`src/rtl/id_stage_if.sv`:
```
// Bundle between the IF/ID register, WB stage, hazard unit and ID/EX register
// on one side and the decode stage on the other. The decode stage takes the
// slave modport; the surrounding pipeline (or a bench) takes master.
interface id_stage_if #(
   parameter int DATA_W = 32
);
   logic [31:0]       instr_in;
   logic [DATA_W-1:0] pc_plus_four_in;
   logic [3:0]        status_bits_in;
   logic              hazard_in;
   logic              wb_en_in;
   logic [3:0]        wb_dest_in;
   logic [DATA_W-1:0] wb_value_in;

   logic              wb_en_out;
   logic              mem_r_en_out;
   logic              mem_w_en_out;
   logic              branch_taken_out;
   logic              do_update_sr_out;
   logic [3:0]        execute_command_out;
   logic [3:0]        wb_reg_dest_out;
   logic [DATA_W-1:0] pc_plus_four_out;
   logic [DATA_W-1:0] branch_immediate_out;
   logic [11:0]       instr_shifter_opperand_out;
   logic              instr_is_immediate_out;
   logic [DATA_W-1:0] val_rn_out;
   logic [DATA_W-1:0] val_rm_out;
   logic [3:0]        status_bits_out;
   logic [3:0]        src1_out;
   logic [3:0]        src2_out;
   logic              two_src_out;

   modport master (
      output instr_in, pc_plus_four_in, status_bits_in, hazard_in,
             wb_en_in, wb_dest_in, wb_value_in,
      input  wb_en_out, mem_r_en_out, mem_w_en_out, branch_taken_out,
             do_update_sr_out, execute_command_out, wb_reg_dest_out,
             pc_plus_four_out, branch_immediate_out,
             instr_shifter_opperand_out, instr_is_immediate_out,
             val_rn_out, val_rm_out, status_bits_out, src1_out, src2_out,
             two_src_out
   );

   modport slave (
      input  instr_in, pc_plus_four_in, status_bits_in, hazard_in,
             wb_en_in, wb_dest_in, wb_value_in,
      output wb_en_out, mem_r_en_out, mem_w_en_out, branch_taken_out,
             do_update_sr_out, execute_command_out, wb_reg_dest_out,
             pc_plus_four_out, branch_immediate_out,
             instr_shifter_opperand_out, instr_is_immediate_out,
             val_rn_out, val_rm_out, status_bits_out, src1_out, src2_out,
             two_src_out
   );
endinterface

```
`src/rtl/id_stage.sv`:
```
// Instruction-decode stage of the ARM-subset pipeline: register file R0..R14,
// control decoder, condition check and branch-immediate generation. Outputs
// are purely combinational; the downstream ID/EX register supplies the cycle.
// Optional macro ID_REGFILE_BYPASS_EN: forward the write-back value to a read
// of the same register in the same cycle.
module id_stage #(
   parameter int REG_COUNT = 15,
   parameter int DATA_W    = 32
) (
   input logic         clk,
   input logic         rst,
   id_stage_if.slave   bus
);

   typedef enum logic [1:0] {CLS_NONE, CLS_DP, CLS_MEM, CLS_BR} instr_class_t;

   logic [DATA_W-1:0] regs [REG_COUNT];

   instr_class_t cls;
   logic [3:0]   op;
   logic [3:0]   cmd;
   logic         dp_valid;
   logic         wb_raw, mr_raw, mw_raw, br_raw, sr_raw;
   logic         two_src;
   logic [3:0]   src1, src2;
   logic         cond_pass;
   logic         n_f, z_f, c_f, v_f;
   logic         go;
   logic [DATA_W-1:0] rn_val, rm_val;

   assign op = bus.instr_in[24:21];

   // Register file: async clear, write-back on rising edge, index 15 ignored
   always_ff @(posedge clk or negedge rst) begin
      if (!rst) begin
         for (int unsigned i = 0; i < REG_COUNT; i++) regs[i] <= '0;
      end else if (bus.wb_en_in && bus.wb_dest_in != 4'hF) begin
         regs[bus.wb_dest_in] <= bus.wb_value_in;
      end
   end

   // Condition field evaluated against NZCV
   always_comb begin
      {n_f, z_f, c_f, v_f} = bus.status_bits_in;
      cond_pass = 1'b0;
      case (bus.instr_in[31:28])
         4'b0000: cond_pass = z_f;
         4'b0001: cond_pass = ~z_f;
         4'b0010: cond_pass = c_f;
         4'b0011: cond_pass = ~c_f;
         4'b0100: cond_pass = n_f;
         4'b0101: cond_pass = ~n_f;
         4'b0110: cond_pass = v_f;
         4'b0111: cond_pass = ~v_f;
         4'b1000: cond_pass = c_f & ~z_f;
         4'b1001: cond_pass = ~c_f | z_f;
         4'b1010: cond_pass = (n_f == v_f);
         4'b1011: cond_pass = (n_f != v_f);
         4'b1100: cond_pass = ~z_f & (n_f == v_f);
         4'b1101: cond_pass = z_f | (n_f != v_f);
         4'b1110: cond_pass = 1'b1;
         default: cond_pass = 1'b0;
      endcase
   end

   // Instruction class, ALU command, raw enables and source selection
   always_comb begin
      cls      = CLS_NONE;
      cmd      = 4'b0000;
      dp_valid = 1'b1;
      wb_raw   = 1'b0;
      mr_raw   = 1'b0;
      mw_raw   = 1'b0;
      br_raw   = 1'b0;
      sr_raw   = 1'b0;
      two_src  = 1'b0;
      src1     = bus.instr_in[19:16];
      src2     = bus.instr_in[3:0];

      if (bus.instr_in[27:26] == 2'b00)       cls = CLS_DP;
      else if (bus.instr_in[27:26] == 2'b01)  cls = CLS_MEM;
      else if (bus.instr_in[27:25] == 3'b101) cls = CLS_BR;

      case (cls)
         CLS_DP: begin
            case (op)
               4'b1101: cmd = 4'b0001;
               4'b1111: cmd = 4'b1001;
               4'b0100: cmd = 4'b0010;
               4'b0101: cmd = 4'b0011;
               4'b0010: cmd = 4'b0100;
               4'b0110: cmd = 4'b0101;
               4'b0000: cmd = 4'b0110;
               4'b1100: cmd = 4'b0111;
               4'b0001: cmd = 4'b1000;
               4'b1010: cmd = 4'b0100;
               4'b1000: cmd = 4'b0110;
               default: dp_valid = 1'b0;
            endcase
            wb_raw  = dp_valid && op != 4'b1010 && op != 4'b1000;
            sr_raw  = dp_valid & bus.instr_in[20];
            // MOV/MVN register form reads only Rm, which travels on src2
            two_src = ~bus.instr_in[25];
         end
         CLS_MEM: begin
            cmd = 4'b0010;
            if (bus.instr_in[20]) begin
               wb_raw = 1'b1;
               mr_raw = 1'b1;
            end else begin
               mw_raw  = 1'b1;
               two_src = 1'b1;
               src2    = bus.instr_in[15:12];
            end
         end
         CLS_BR: br_raw = 1'b1;
         default: ;
      endcase
   end

   // Register reads; R15 returns PC+4
   always_comb begin
      rn_val = (src1 == 4'hF) ? bus.pc_plus_four_in : regs[src1];
      rm_val = (src2 == 4'hF) ? bus.pc_plus_four_in : regs[src2];
`ifdef ID_REGFILE_BYPASS_EN
      if (bus.wb_en_in && bus.wb_dest_in != 4'hF) begin
         if (bus.wb_dest_in == src1) rn_val = bus.wb_value_in;
         if (bus.wb_dest_in == src2) rm_val = bus.wb_value_in;
      end
`endif
   end

   assign go = cond_pass & ~bus.hazard_in;

   assign bus.wb_en_out                  = wb_raw & go;
   assign bus.mem_r_en_out               = mr_raw & go;
   assign bus.mem_w_en_out               = mw_raw & go;
   assign bus.branch_taken_out           = br_raw & go;
   assign bus.do_update_sr_out           = sr_raw & go;
   assign bus.execute_command_out        = cmd;
   assign bus.wb_reg_dest_out            = bus.instr_in[15:12];
   assign bus.pc_plus_four_out           = bus.pc_plus_four_in;
   assign bus.branch_immediate_out       = DATA_W'({{6{bus.instr_in[23]}}, bus.instr_in[23:0], 2'b00});
   assign bus.instr_shifter_opperand_out = bus.instr_in[11:0];
   assign bus.instr_is_immediate_out     = bus.instr_in[25];
   assign bus.val_rn_out                 = rn_val;
   assign bus.val_rm_out                 = rm_val;
   assign bus.status_bits_out            = bus.status_bits_in;
   assign bus.src1_out                   = src1;
   assign bus.src2_out                   = src2;
   assign bus.two_src_out                = two_src;

endmodule

```
`src/flat_wrapper.sv`:
```
// flat-port wrapper written by rule: the top's interface ports become plain ports
module id_stage_flat 
#(
   parameter int REG_COUNT = 15,
   parameter int DATA_W    = 32
)
  (clk, rst, bus_instr_in, bus_pc_plus_four_in, bus_status_bits_in, bus_hazard_in, bus_wb_en_in, bus_wb_dest_in, bus_wb_value_in, bus_wb_en_out, bus_mem_r_en_out, bus_mem_w_en_out, bus_branch_taken_out, bus_do_update_sr_out, bus_execute_command_out, bus_wb_reg_dest_out, bus_pc_plus_four_out, bus_branch_immediate_out, bus_instr_shifter_opperand_out, bus_instr_is_immediate_out, bus_val_rn_out, bus_val_rm_out, bus_status_bits_out, bus_src1_out, bus_src2_out, bus_two_src_out);
  id_stage_if #(.DATA_W(DATA_W)) bus_i ();
  input logic clk;
  input logic rst;
  input wire logic [$bits(bus_i.instr_in)-1:0] bus_instr_in;
  input wire logic [$bits(bus_i.pc_plus_four_in)-1:0] bus_pc_plus_four_in;
  input wire logic [$bits(bus_i.status_bits_in)-1:0] bus_status_bits_in;
  input wire logic [$bits(bus_i.hazard_in)-1:0] bus_hazard_in;
  input wire logic [$bits(bus_i.wb_en_in)-1:0] bus_wb_en_in;
  input wire logic [$bits(bus_i.wb_dest_in)-1:0] bus_wb_dest_in;
  input wire logic [$bits(bus_i.wb_value_in)-1:0] bus_wb_value_in;
  output wire logic [$bits(bus_i.wb_en_out)-1:0] bus_wb_en_out;
  output wire logic [$bits(bus_i.mem_r_en_out)-1:0] bus_mem_r_en_out;
  output wire logic [$bits(bus_i.mem_w_en_out)-1:0] bus_mem_w_en_out;
  output wire logic [$bits(bus_i.branch_taken_out)-1:0] bus_branch_taken_out;
  output wire logic [$bits(bus_i.do_update_sr_out)-1:0] bus_do_update_sr_out;
  output wire logic [$bits(bus_i.execute_command_out)-1:0] bus_execute_command_out;
  output wire logic [$bits(bus_i.wb_reg_dest_out)-1:0] bus_wb_reg_dest_out;
  output wire logic [$bits(bus_i.pc_plus_four_out)-1:0] bus_pc_plus_four_out;
  output wire logic [$bits(bus_i.branch_immediate_out)-1:0] bus_branch_immediate_out;
  output wire logic [$bits(bus_i.instr_shifter_opperand_out)-1:0] bus_instr_shifter_opperand_out;
  output wire logic [$bits(bus_i.instr_is_immediate_out)-1:0] bus_instr_is_immediate_out;
  output wire logic [$bits(bus_i.val_rn_out)-1:0] bus_val_rn_out;
  output wire logic [$bits(bus_i.val_rm_out)-1:0] bus_val_rm_out;
  output wire logic [$bits(bus_i.status_bits_out)-1:0] bus_status_bits_out;
  output wire logic [$bits(bus_i.src1_out)-1:0] bus_src1_out;
  output wire logic [$bits(bus_i.src2_out)-1:0] bus_src2_out;
  output wire logic [$bits(bus_i.two_src_out)-1:0] bus_two_src_out;
  assign bus_i.instr_in = bus_instr_in;
  assign bus_i.pc_plus_four_in = bus_pc_plus_four_in;
  assign bus_i.status_bits_in = bus_status_bits_in;
  assign bus_i.hazard_in = bus_hazard_in;
  assign bus_i.wb_en_in = bus_wb_en_in;
  assign bus_i.wb_dest_in = bus_wb_dest_in;
  assign bus_i.wb_value_in = bus_wb_value_in;
  assign bus_wb_en_out = bus_i.wb_en_out;
  assign bus_mem_r_en_out = bus_i.mem_r_en_out;
  assign bus_mem_w_en_out = bus_i.mem_w_en_out;
  assign bus_branch_taken_out = bus_i.branch_taken_out;
  assign bus_do_update_sr_out = bus_i.do_update_sr_out;
  assign bus_execute_command_out = bus_i.execute_command_out;
  assign bus_wb_reg_dest_out = bus_i.wb_reg_dest_out;
  assign bus_pc_plus_four_out = bus_i.pc_plus_four_out;
  assign bus_branch_immediate_out = bus_i.branch_immediate_out;
  assign bus_instr_shifter_opperand_out = bus_i.instr_shifter_opperand_out;
  assign bus_instr_is_immediate_out = bus_i.instr_is_immediate_out;
  assign bus_val_rn_out = bus_i.val_rn_out;
  assign bus_val_rm_out = bus_i.val_rm_out;
  assign bus_status_bits_out = bus_i.status_bits_out;
  assign bus_src1_out = bus_i.src1_out;
  assign bus_src2_out = bus_i.src2_out;
  assign bus_two_src_out = bus_i.two_src_out;
  id_stage #(.REG_COUNT(REG_COUNT), .DATA_W(DATA_W)) u_core (.clk(clk), .rst(rst), .bus(bus_i));
endmodule
```
`config.mk`:
```
export PLATFORM = sky130hd
export DESIGN_NAME = id_stage_flat
export DESIGN_NICKNAME = d
export VERILOG_FILES = /design/src/rtl/id_stage_if.sv /design/src/rtl/id_stage.sv /design/src/flat_wrapper.sv
export SDC_FILE = /design/constraint.sdc
export NUM_CORES = 1
export LEC_CHECK = 0
export BUFFER_PORTS_ARGS = -buffer_cell sky130_fd_sc_hd__buf_4
export CORE_UTILIZATION = 45
export DETAILED_ROUTE_END_ITERATION = 10
export PLACE_DENSITY = 0.71
export SLEW_MARGIN = 10
export SYNTH_ARGS = -nofsm -noshare
export SYNTH_HDL_FRONTEND = slang
export SYNTH_SLANG_ARGS = --single-unit
```
`constraint.sdc`:
```
create_clock -name clk -period 7.1 [get_ports clk]
set_input_delay 0.71 -clock clk [delete_from_list [all_inputs] [get_ports clk]]
set_output_delay 0.71 -clock clk [all_outputs]
set_load 0.05 [all_outputs]
```
==> flow_summary_export.csv <==
group,metric,value,unit
run_status,status,"completed",
route,routed.top_layer,"met5",
power_and_ir_drop,p_sw,2944,uW
cells_and_area,top_register,"u_core.regs",
cts,clk_pin_slew,60,ps
critical_path,required,6390,ps
cts,clk_latency,600,ps
critical_path,crit_type,"input port to primary output",
timing,drv_slew,0,
cts,htreeDepth,2,
cells_and_area,area_growth,12.49,%
cells_and_area,final_nets,2376,
route,routed_via_density,6.633,
die,die_x,250.3,um
route,antenna_left,0,
power_and_ir_drop,irDropWorstVdd,0.1874,mV
synth,ys_seq_area_frac,0.4330,
cells_and_area,largestRegisters,"u_core.regs (480)",
power_and_ir_drop,combinationalPowerShare,0.287,
critical_path,crit_arrival,4470,ps
cts,cts_setup_buffers,0,
power_and_ir_drop,switching_share,0.3204,
cells_and_area,drive_gt1_frac,0.4490,
timing,fin_skew,0,ps
synth,synth_edf_count,0,
synth,yosysWarnings,0,
global_route,grtUsageTotal,0.2775,
route,dr.pass1.iters,7,
die,dieArea,0.06265,mm2
route,wl_met2,41960,um
power_and_ir_drop,p_int,6243,uW
critical_path,crit_path_start_kind,"input port",
power_and_ir_drop,power_frac_seq,0.420,
cts,cts_hold_buf,0,
cells_and_area,final_cell_mix,"510 x mux2_2, 480 x dfrtp_1, 289 x buf_4",
die,die_h,250.3,um
synth,async_flop_share,1.000,
global_route,grt_max_degree,194,
timing,min_period,5184,ps
power_and_ir_drop,p_clk_frac,0.293,
route,met1_length,34120,um
timing,rsz0062_at_grt,"no",
die,initial_core_util,0.4579,
timing,setup_viol,0,
cts,cts.sinks,480,
synth,syn_area,0.02774,mm2
synth,ys_types,54,
cts,clk_path_buf_depth,3,
global_route,grt_pass1_wl,132900,um
global_route,grt-ovfl-total,0,
timing,fmax,192.9,MHz
power_and_ir_drop,p_leak,0.01367,uW
critical_path,crit_fanout,101,
cells_and_area,final_common_cell,"mux2_2",
route,vias,20484,
power_and_ir_drop,p_per_area,294.4,mW/mm2
die,ios,275,
route,wl,87620,um
place,place_congestion,0.8274,
cts,tritoncts,"built",
cts,cts-buffers-inserted,51,
route,wl_met3,7508,um
run,drv_cap,0,
power_and_ir_drop,power,9187,uW
cts,root_buffer,"clkbuf_16",
route,drtIter0Drc,2183,
global_route,antenna_found_initial,4,
synth,synth_area_per_cell,12.41,um2
route,drc,0,
timing,relSlewSlack,0.1682,
min_path,hold_path_class,"input port to async pin",
route,wl_per_cell,28.38,um
place,hpwl,50260,um
synth,synth_cells,2235,
die,fp.coreArea,0.06058,mm2
timing,tns,0,ps
cells_and_area,largest_reg_flops,480,
timing,worstMarginPinSlew,1248,ps
critical_path,crit_path_end_kind,"primary output",
global_route,first_global_vias,21236,
timing,fin_crit_sh,0.7301,
timing,finalHoldViolCount,0,
die,rows,90,
synth,synth_ff_type,"dfrtp_1",
place,io_buffer_count,248,
synth,synth-seq-cells,480,
cts,cts_repair_resize_count,0,
power groups by stage:
stage / sequential [uW] / clock (uW) / combinational, uW
global placement: 3820 / 0 / 2560
detailed placement: 3880 / 0 / 2630
global route: 3930 / 2820 / 2800
floorplan: 3720 / 0 / 2010
finish: 3860 / 2690 / 2640
CTS: 3840 / 2710 / 2640
path summary, 6_finish.rpt:
kind	end	slack, ps	cells after the start	from
setup / recovery	bus_val_rm_out[7]	1920	9	bus_instr_in[27]
hold / removal	u_core.regs[217]$_DFFE_PN0P_	100	1	rst
setup reg to reg	u_core.regs[78]$_DFFE_PN0P_	6290	1	u_core.regs[78]$_DFFE_PN0P_
hold reg to reg	u_core.regs[139]$_DFFE_PN0P_	530	1	u_core.regs[139]$_DFFE_PN0P_
max in group asynchronous	u_core.regs[107]$_DFFE_PN0P_	5450	2	rst
min in group clk	u_core.regs[51]$_DFFE_PN0P_	430	3	bus_wb_value_in[19]
worst max-delay path: stages:
cell	delay (ps)
buf_4	140
nand4bb_4	860
a21boi_4	440
inv_8	520
buf_4	510
mux2_2	390
a222oi_1	370
o22ai_1	140
buf_4	210
routing by layer:
metal / vias to the layer above / GRT usage
li1: 8445 / -
met1: 10628 / 0.3553
met2: 1135 / 0.4509
met3: 270 / 0.05497
met4: 6 / 0.1346
met5: - / 0
layout make-up:
type	count	area (um2)
Fill cell	5080	29380
Multi-Input combinational cell	1399	14150
Sequential cell	480	12010
Timing Repair Buffer	294	2247
Clock buffer	82	1524
Tap cell	782	978.4
Inverter	42	165.2
Clock inverter	8	130.1
Antenna cell	1	2.502
kinds of logic (layout without fill, tap and decap cells):
family	Yosys count	after routing	synth area share
mux	726	726	0.3434
flops	480	480	0.4330
compound gates	450	450	0.1256
buf+inv	357	426	0.06296
simple gates	218	218	0.03401
xor+xnor	3	3	0.0009473
other cells	1	3	0.0001352
Yosys cell counts, types with 32 or more instances:
| library cell | instances | area, um2 |
|---|---|---|
| mux4_2 | 128 | 2883 |
| a211oi_1 | 48 | 360.4 |
| buf_4 | 90 | 675.7 |
| inv_1 | 40 | 150.1 |
| mux2i_1 | 83 | 830.8 |
| o21a_1 | 38 | 285.3 |
| a222oi_1 | 32 | 320.3 |
| clkbuf_1 | 165 | 619.3 |
| mux2_2 | 510 | 5743 |
| dfrtp_1 | 480 | 12010 |
| nor2_1 | 49 | 183.9 |
| o21ai_0 | 81 | 405.4 |
| buf_1 | 35 | 131.4 |
| nand2_1 | 122 | 457.9 |
| o211ai_1 | 64 | 480.5 |
| o211a_1 | 53 | 530.5 |
per-stage QoR:
stage | utilization | worst slack, ps | hold WS (ps) | cell area [um2] | std cells
2_1_floorplan | - | 2869 | 414.4 | 27750 | 2236
3_3_place_gp | 0.4878 | 1998 | 500.3 | 29550 | 2997
3_5_place_dp | 0.4878 | 1973 | 514.2 | 29550 | 2997
4_1_cts | 0.5151 | 1961 | 128.4 | 31200 | 3087
5_1_grt | 0.5151 | 1792 | 140.3 | 31210 | 3088
6_report | 0.5151 | 1916 | 98.41 | 31210 | 3088
(Power assumes the default switching activity.)
